`src/rtl/param_counter_pkg.sv`:
```
// Shared types for the parametrised counter core: terminal-mode encoding.
package param_counter_pkg;

  typedef enum logic [1:0] {
    MODE_WRAP    = 2'b00,
    MODE_SAT     = 2'b01,
    MODE_ONESHOT = 2'b10,
    MODE_RSVD    = 2'b11
  } mode_t;

endpackage

```
`src/rtl/param_counter_if.sv`:
```
// Control and status bundle of the counter core; master drives controls, slave is the counter.
interface param_counter_if #(
  parameter int unsigned WIDTH      = 8,
  parameter int unsigned PRESCALE_W = 4
);

  logic                           enable;
  logic                           load;
  logic [WIDTH-1:0]               load_value;
  logic                           up;
  param_counter_pkg::mode_t       mode;
  logic [WIDTH-1:0]               max_value;
  logic [PRESCALE_W-1:0]          prescale;
  logic [WIDTH-1:0]               count;
  logic                           tc;
  logic                           done;

  modport master (
    output enable, load, load_value, up, mode, max_value, prescale,
    input  count, tc, done
  );

  modport slave (
    input  enable, load, load_value, up, mode, max_value, prescale,
    output count, tc, done
  );

endinterface

```
`src/rtl/counter_prescaler.sv`:
```
// Tick divider: combinational tick every prescale+1 enabled cycles; clear restarts the period.
// No backpressure; enable=0 freezes the divider.
module counter_prescaler #(
  parameter int unsigned PRESCALE_W = 4
) (
  input  logic                  clk,
  input  logic                  reset,
  input  logic                  enable,
  input  logic                  clear,
  input  logic [PRESCALE_W-1:0] prescale,
  output logic                  tick
);

  localparam logic [PRESCALE_W-1:0] ONE = {{(PRESCALE_W-1){1'b0}}, 1'b1};

  logic [PRESCALE_W-1:0] pre_cnt;

  // >= so that lowering prescale below the current phase fires immediately instead of stalling
  assign tick = enable & (pre_cnt >= prescale);

  always_ff @(posedge clk) begin
    if (reset || clear) begin
      pre_cnt <= '0;
    end else if (tick) begin
      pre_cnt <= '0;
    end else if (enable) begin
      pre_cnt <= pre_cnt + ONE;
    end
  end

endmodule

```
`src/rtl/param_counter.sv`:
```
// Up/down counter with runtime load, modulus, prescaled tick and wrap/saturate/one-shot modes.
// count/tc/done are registered, one clock after the tick cycle; no backpressure, enable gates progress.
module param_counter
  import param_counter_pkg::*;
#(
  parameter int unsigned      WIDTH       = 8,
  parameter logic [WIDTH-1:0] RESET_VALUE = '0,
  parameter int unsigned      PRESCALE_W  = 4
) (
  input  logic           clk,
  input  logic           reset,
  param_counter_if.slave bus
);

  localparam logic [WIDTH-1:0] ONE = {{(WIDTH-1){1'b0}}, 1'b1};

  logic             tick;
  logic             terminal;
  logic [WIDTH-1:0] step_value;
  logic [WIDTH-1:0] wrap_value;
  logic [WIDTH-1:0] load_clamped;
  logic [WIDTH-1:0] count_q;
  logic             tc_q;
  logic             done_q;

  counter_prescaler #(
    .PRESCALE_W (PRESCALE_W)
  ) u_prescaler (
    .clk      (clk),
    .reset    (reset),
    .enable   (bus.enable),
    .clear    (bus.load),
    .prescale (bus.prescale),
    .tick     (tick)
  );

  always_comb begin
    terminal     = bus.up ? (count_q >= bus.max_value) : (count_q == '0);
    step_value   = bus.up ? (count_q + ONE) : (count_q - ONE);
    wrap_value   = bus.up ? '0 : bus.max_value;
    load_clamped = (bus.load_value > bus.max_value) ? bus.max_value : bus.load_value;
  end

  always_ff @(posedge clk) begin
    if (reset) begin
      count_q <= RESET_VALUE;
      tc_q    <= 1'b0;
      done_q  <= 1'b0;
    end else if (bus.load) begin
      count_q <= load_clamped;
      tc_q    <= 1'b0;
      done_q  <= 1'b0;
    end else if (tick && !done_q) begin
      if (terminal) begin
        tc_q <= 1'b1;
        case (bus.mode)
          MODE_SAT:     count_q <= count_q;
          MODE_ONESHOT: done_q  <= 1'b1;
          default:      count_q <= wrap_value;
        endcase
      end else begin
        tc_q    <= 1'b0;
        count_q <= step_value;
      end
    end else begin
      // a finished one-shot swallows ticks, so tc stays low here too
      tc_q <= 1'b0;
    end
  end

  assign bus.count = count_q;
  assign bus.tc    = tc_q;
  assign bus.done  = done_q;

endmodule

```
`src/flat_wrapper.sv`:
```
// flat-port wrapper written by rule: the top's interface ports become plain ports
module param_counter_flat import param_counter_pkg::*;
#(
  parameter int unsigned      WIDTH       = 8,
  parameter logic [WIDTH-1:0] RESET_VALUE = '0,
  parameter int unsigned      PRESCALE_W  = 4
)
  (clk, reset, bus_enable, bus_load, bus_load_value, bus_up, bus_mode, bus_max_value, bus_prescale, bus_count, bus_tc, bus_done);
  param_counter_if #(.WIDTH(WIDTH), .PRESCALE_W(PRESCALE_W)) bus_i ();
  input  logic clk;
  input  logic reset;
  input wire logic [$bits(bus_i.enable)-1:0] bus_enable;
  input wire logic [$bits(bus_i.load)-1:0] bus_load;
  input wire logic [$bits(bus_i.load_value)-1:0] bus_load_value;
  input wire logic [$bits(bus_i.up)-1:0] bus_up;
  input wire logic [$bits(bus_i.mode)-1:0] bus_mode;
  input wire logic [$bits(bus_i.max_value)-1:0] bus_max_value;
  input wire logic [$bits(bus_i.prescale)-1:0] bus_prescale;
  output wire logic [$bits(bus_i.count)-1:0] bus_count;
  output wire logic [$bits(bus_i.tc)-1:0] bus_tc;
  output wire logic [$bits(bus_i.done)-1:0] bus_done;
  assign bus_i.enable = bus_enable;
  assign bus_i.load = bus_load;
  assign bus_i.load_value = bus_load_value;
  assign bus_i.up = bus_up;
  assign bus_i.mode = bus_mode;
  assign bus_i.max_value = bus_max_value;
  assign bus_i.prescale = bus_prescale;
  assign bus_count = bus_i.count;
  assign bus_tc = bus_i.tc;
  assign bus_done = bus_i.done;
  param_counter #(.WIDTH(WIDTH), .RESET_VALUE(RESET_VALUE), .PRESCALE_W(PRESCALE_W)) u_core (.clk(clk), .reset(reset), .bus(bus_i));
endmodule
```
`config.mk`:
```
export PLATFORM = sky130hd
export DESIGN_NAME = param_counter_flat
export DESIGN_NICKNAME = d
export VERILOG_FILES = /design/src/rtl/param_counter_pkg.sv /design/src/rtl/param_counter_if.sv /design/src/rtl/counter_prescaler.sv /design/src/rtl/param_counter.sv /design/src/flat_wrapper.sv
export SDC_FILE = /design/constraint.sdc
export NUM_CORES = 1
export LEC_CHECK = 0
export ABC_AREA = 1
export CAP_MARGIN = 20
export CORE_ASPECT_RATIO = 1.4
export CORE_MARGIN = 2
export CORE_UTILIZATION = 45
export CTS_CLUSTER_DIAMETER = 120
export CTS_CLUSTER_SIZE = 30
export DETAILED_ROUTE_END_ITERATION = 6
export PLACE_DENSITY_LB_ADDON = 0.1
export SLEW_MARGIN = 40
export SYNTH_ARGS = -nofsm -noshare
export SYNTH_HDL_FRONTEND = slang
export SYNTH_SLANG_ARGS = --single-unit
```
`constraint.sdc`:
```
create_clock -name clk -period 2.5 [get_ports clk]
set_clock_uncertainty 0.1 [all_clocks]
set_input_delay 0.5 -clock clk [delete_from_list [all_inputs] [get_ports clk]]
set_output_delay 0.5 -clock clk [all_outputs]
set_load 0.005 [all_outputs]
```
==> impl_metrics.env <==
export IMPL_status="finished, final reports clean"
export IMPL_synth_top_cell_area_share_pct=18.3
export IMPL_synth_cell_types=37
export IMPL_cp_common_cell="nand2_1"
export IMPL_p_leak_nw=1.31
export IMPL_hold_viol=0
export IMPL_reg2regPathDepth=14
export IMPL_htree_levels=1
export IMPL_antenna_found_initial=0
export IMPL_die_area_mm2=0.00480
export IMPL_synth_nets=352
export IMPL_r2r_end="u_core.bus.count[6]"
export IMPL_placedCellCount=392
export IMPL_rsz0062_at_grt="false"
export IMPL_drtPass1Iterations=4
export IMPL_drive_gt1_share_pct=16.0
export IMPL_arrival_ns=2.35
export IMPL_overflow=0
export IMPL_grt_pass1_wl_um=8030
export IMPL_cp_required_ns=2.54
export IMPL_worstSetupEndpointType="flip-flop"
export IMPL_clk_pin_slew_worst_paths_ns=0.06
export IMPL_grt_use_total_pct=21.3
export IMPL_max_cap_violations=0
export IMPL_gp_congestion=0.864
export IMPL_crit_type="input port to flip-flop"
export IMPL_timing_final_crit_period_ns=2.31
export IMPL_num_nets_final=408
export IMPL_port_buffers=36
export IMPL_layout_common_cells="nand2_1 (91), inv_1 (44), clkdlybuf4s50_1 (36)"
export IMPL_cts_buffer_depth=2
export IMPL_power_density_mw_per_mm2=408
export IMPL_critPathSlowestCell="clkdlybuf4s50_1"
export IMPL_instances_no_fill=396
export IMPL_finalWorstSetupSlack_ns=0.194
export IMPL_vias_per_cell=4.93
export IMPL_top_layer_used="met4"
export IMPL_async_flop_share_pct=0
export IMPL_yosysWarnings=0
export IMPL_relSlewSlack_pct=77.4
export IMPL_final_common_cell="nand2_1"
export IMPL_drt_iter0_markers=55
export IMPL_path_max_fanout=9
export IMPL_synth_edf_count=0
export IMPL_cts_root_buf="clkbuf_8"
export IMPL_crit_start="bus_max_value[1]"
export IMPL_setup_viol=0
export IMPL_cts_tree="yes"
export IMPL_cp_cell_sequence="clkdlybuf4s50_1, inv_1, ha_1, nand2_1, nand3_1, nand2_1, nand2_1, nand2_1, nand2_4, nand3_4, nand2_8, inv_8, nand2_2, nor2_1, nor2_2"
export IMPL_fp_coreArea_mm2=0.00417
export IMPL_final_max_slew_viol_count=0
export IMPL_nFillCells=418
export IMPL_cts_made_buffers=3
export IMPL_antenna_left=0
export IMPL_ys_ff_latch=14
export IMPL_synth_ff_type="dfxtp_1"
export IMPL_remaining_drc_errors=0
export IMPL_io_pins=37
export IMPL_vias=1952
export IMPL_p_total_mw=1.02
export IMPL_row_count=28
export IMPL_grt_pass1_vias=1957
export IMPL_syn_area_mm2=0.00191
export IMPL_wirelength_um=4420
export IMPL_finalCoreUtilization_pct=60.0
export IMPL_crit_end="u_core.bus.count[6]"
export IMPL_synth_top_cell_by_area="ha_1"
export IMPL_clock_latency_ns=0.24
export IMPL_met2_length_um=2360
export IMPL_r2r_slack_ns=0.50
export IMPL_syn_avg_cell_area_um2=6.46
export IMPL_die_x_um=59.1
export IMPL_routedWlPerCell_um=11.2
export IMPL_seq_area_frac_synth_pct=14.7
export IMPL_wl_met3_um=120
export IMPL_synthTopCellsByArea="ha_1 (18%), nand2_1 (18%), dfxtp_1 (15%)"
export IMPL_diodes=0
export IMPL_met1Wirelength_um=1860
export IMPL_fmax_mhz=434
export IMPL_cts_sinks=14
export IMPL_slowest_delay_ns=0.47
export IMPL_grt_start_max_net_pins=11
export IMPL_dp_hpwl_um=3920
export IMPL_area_growth_pct=30.8
export IMPL_netlist_instances=296
export IMPL_hold_class="flip-flop to flip-flop"
export IMPL_timing_final_crit_share_pct=92.2
export IMPL_worst_slew_pin_slew_ns=0.338
export IMPL_startpoint_type="input port"
export IMPL_die_y_um=81.1
export IMPL_dp_slack_ns=-0.0695
export IMPL_r2r_start="u_core.bus.count[0]"
export IMPL_start_util_pct=45.9
export IMPL_ir_drop_mv=0.169
[repair_timing]
action                     CTS  global route
resized for setup            0             1
hold buffers                 0             0
setup buffers                0             0
setup endpoints to repair    0             2
[worst min-delay path by stage]
stage	startpoint	end	slack [ns]	depth (start not counted)
final	u_core.u_prescaler.pre_cnt[2]	u_core.u_prescaler.pre_cnt[2]	0.38	2
after detailed placement	u_core.u_prescaler.pre_cnt[2]	u_core.u_prescaler.pre_cnt[2]	0.38	2
after global routing	u_core.u_prescaler.pre_cnt[2]	u_core.u_prescaler.pre_cnt[2]	0.41	2
after CTS	u_core.u_prescaler.pre_cnt[2]	u_core.u_prescaler.pre_cnt[2]	0.39	2
after global placement	u_core.u_prescaler.pre_cnt[2]	u_core.u_prescaler.pre_cnt[2]	0.38	2
after floorplan	u_core.u_prescaler.pre_cnt[2]	u_core.u_prescaler.pre_cnt[2]	0.36	2
[report_power, final]
group / internal [mW] / switching, mW
sequential: 0.240 / 0.0288
combinational: 0.245 / 0.286
clock: 0.139 / 0.0802
[critical path: cells and delay by family]
family,cells,cell delay [ns]
and+or+nand+nor,11,0.93
buffers and inverters,3,0.63
adders and majority gates,1,0.29
[Yosys cell counts (2+ instances only)]
cell type and count:
nand4_1 2, inv_2 4, clkinv_2 2, nand3_1 32, inv_1 44, nor2_1 16
nand4_4 2, nand2_2 5, nand2_4 2, nor2_2 5, ha_1 28, nand3b_1 3
nand2_1 91, xnor2_1 3, nand3_2 2, dfxtp_1 14, a21oi_1 15, a21oi_2 4
xor2_1 2, clkinv_1 2, nor3_1 2
[sequential cells by signal, indices dropped and copies added, names as in the netlist]
register / flops
u_core.bus.count: 8
u_core.bus.done: 1
u_core.bus.tc: 1
u_core.u_prescaler.pre_cnt: 4
[kinds of logic after synthesis]
family	after synthesis	share of synthesized area, %
buffers and inverters	57	12.4
AO/OA/AOI/OAI	23	7.59
AND/OR/NAND/NOR	168	43.7
flip-flops	14	14.7
adder cells (fa/ha/maj)	29	19.4
XOR/XNOR	5	2.29
[routing by layer]
metal	up-vias	track usage [%]
met5	-	0
met4	0	5.68
met3	7	1.75
met2	40	42.1
met1	846	23.3
li1	1059	-
[cell type report]
class / instances / area (um2) / share of cell area (%)
well taps: 45 / 56.3 / 2.25
multi-input cells: 225 / 1400 / 55.9
repair buffers: 54 / 495 / 19.8
flip-flops and latches: 14 / 280 / 11.2
clock buffers: 4 / 55.1 / 2.20
inverters: 54 / 215 / 8.60
[through the flow]
stage	instance area [um2]	hold slack [ns]	setup TNS [ns]
final	2500	0.383	0
after global routing	2500	0.411	0
after CTS	2500	0.388	0
after detailed placement	2440	0.379	-0.305
after global placement	2440	0.379	-0.252
after floorplan	1910	0.360	0
No activity file was read; power rests on OpenSTA's default activity.
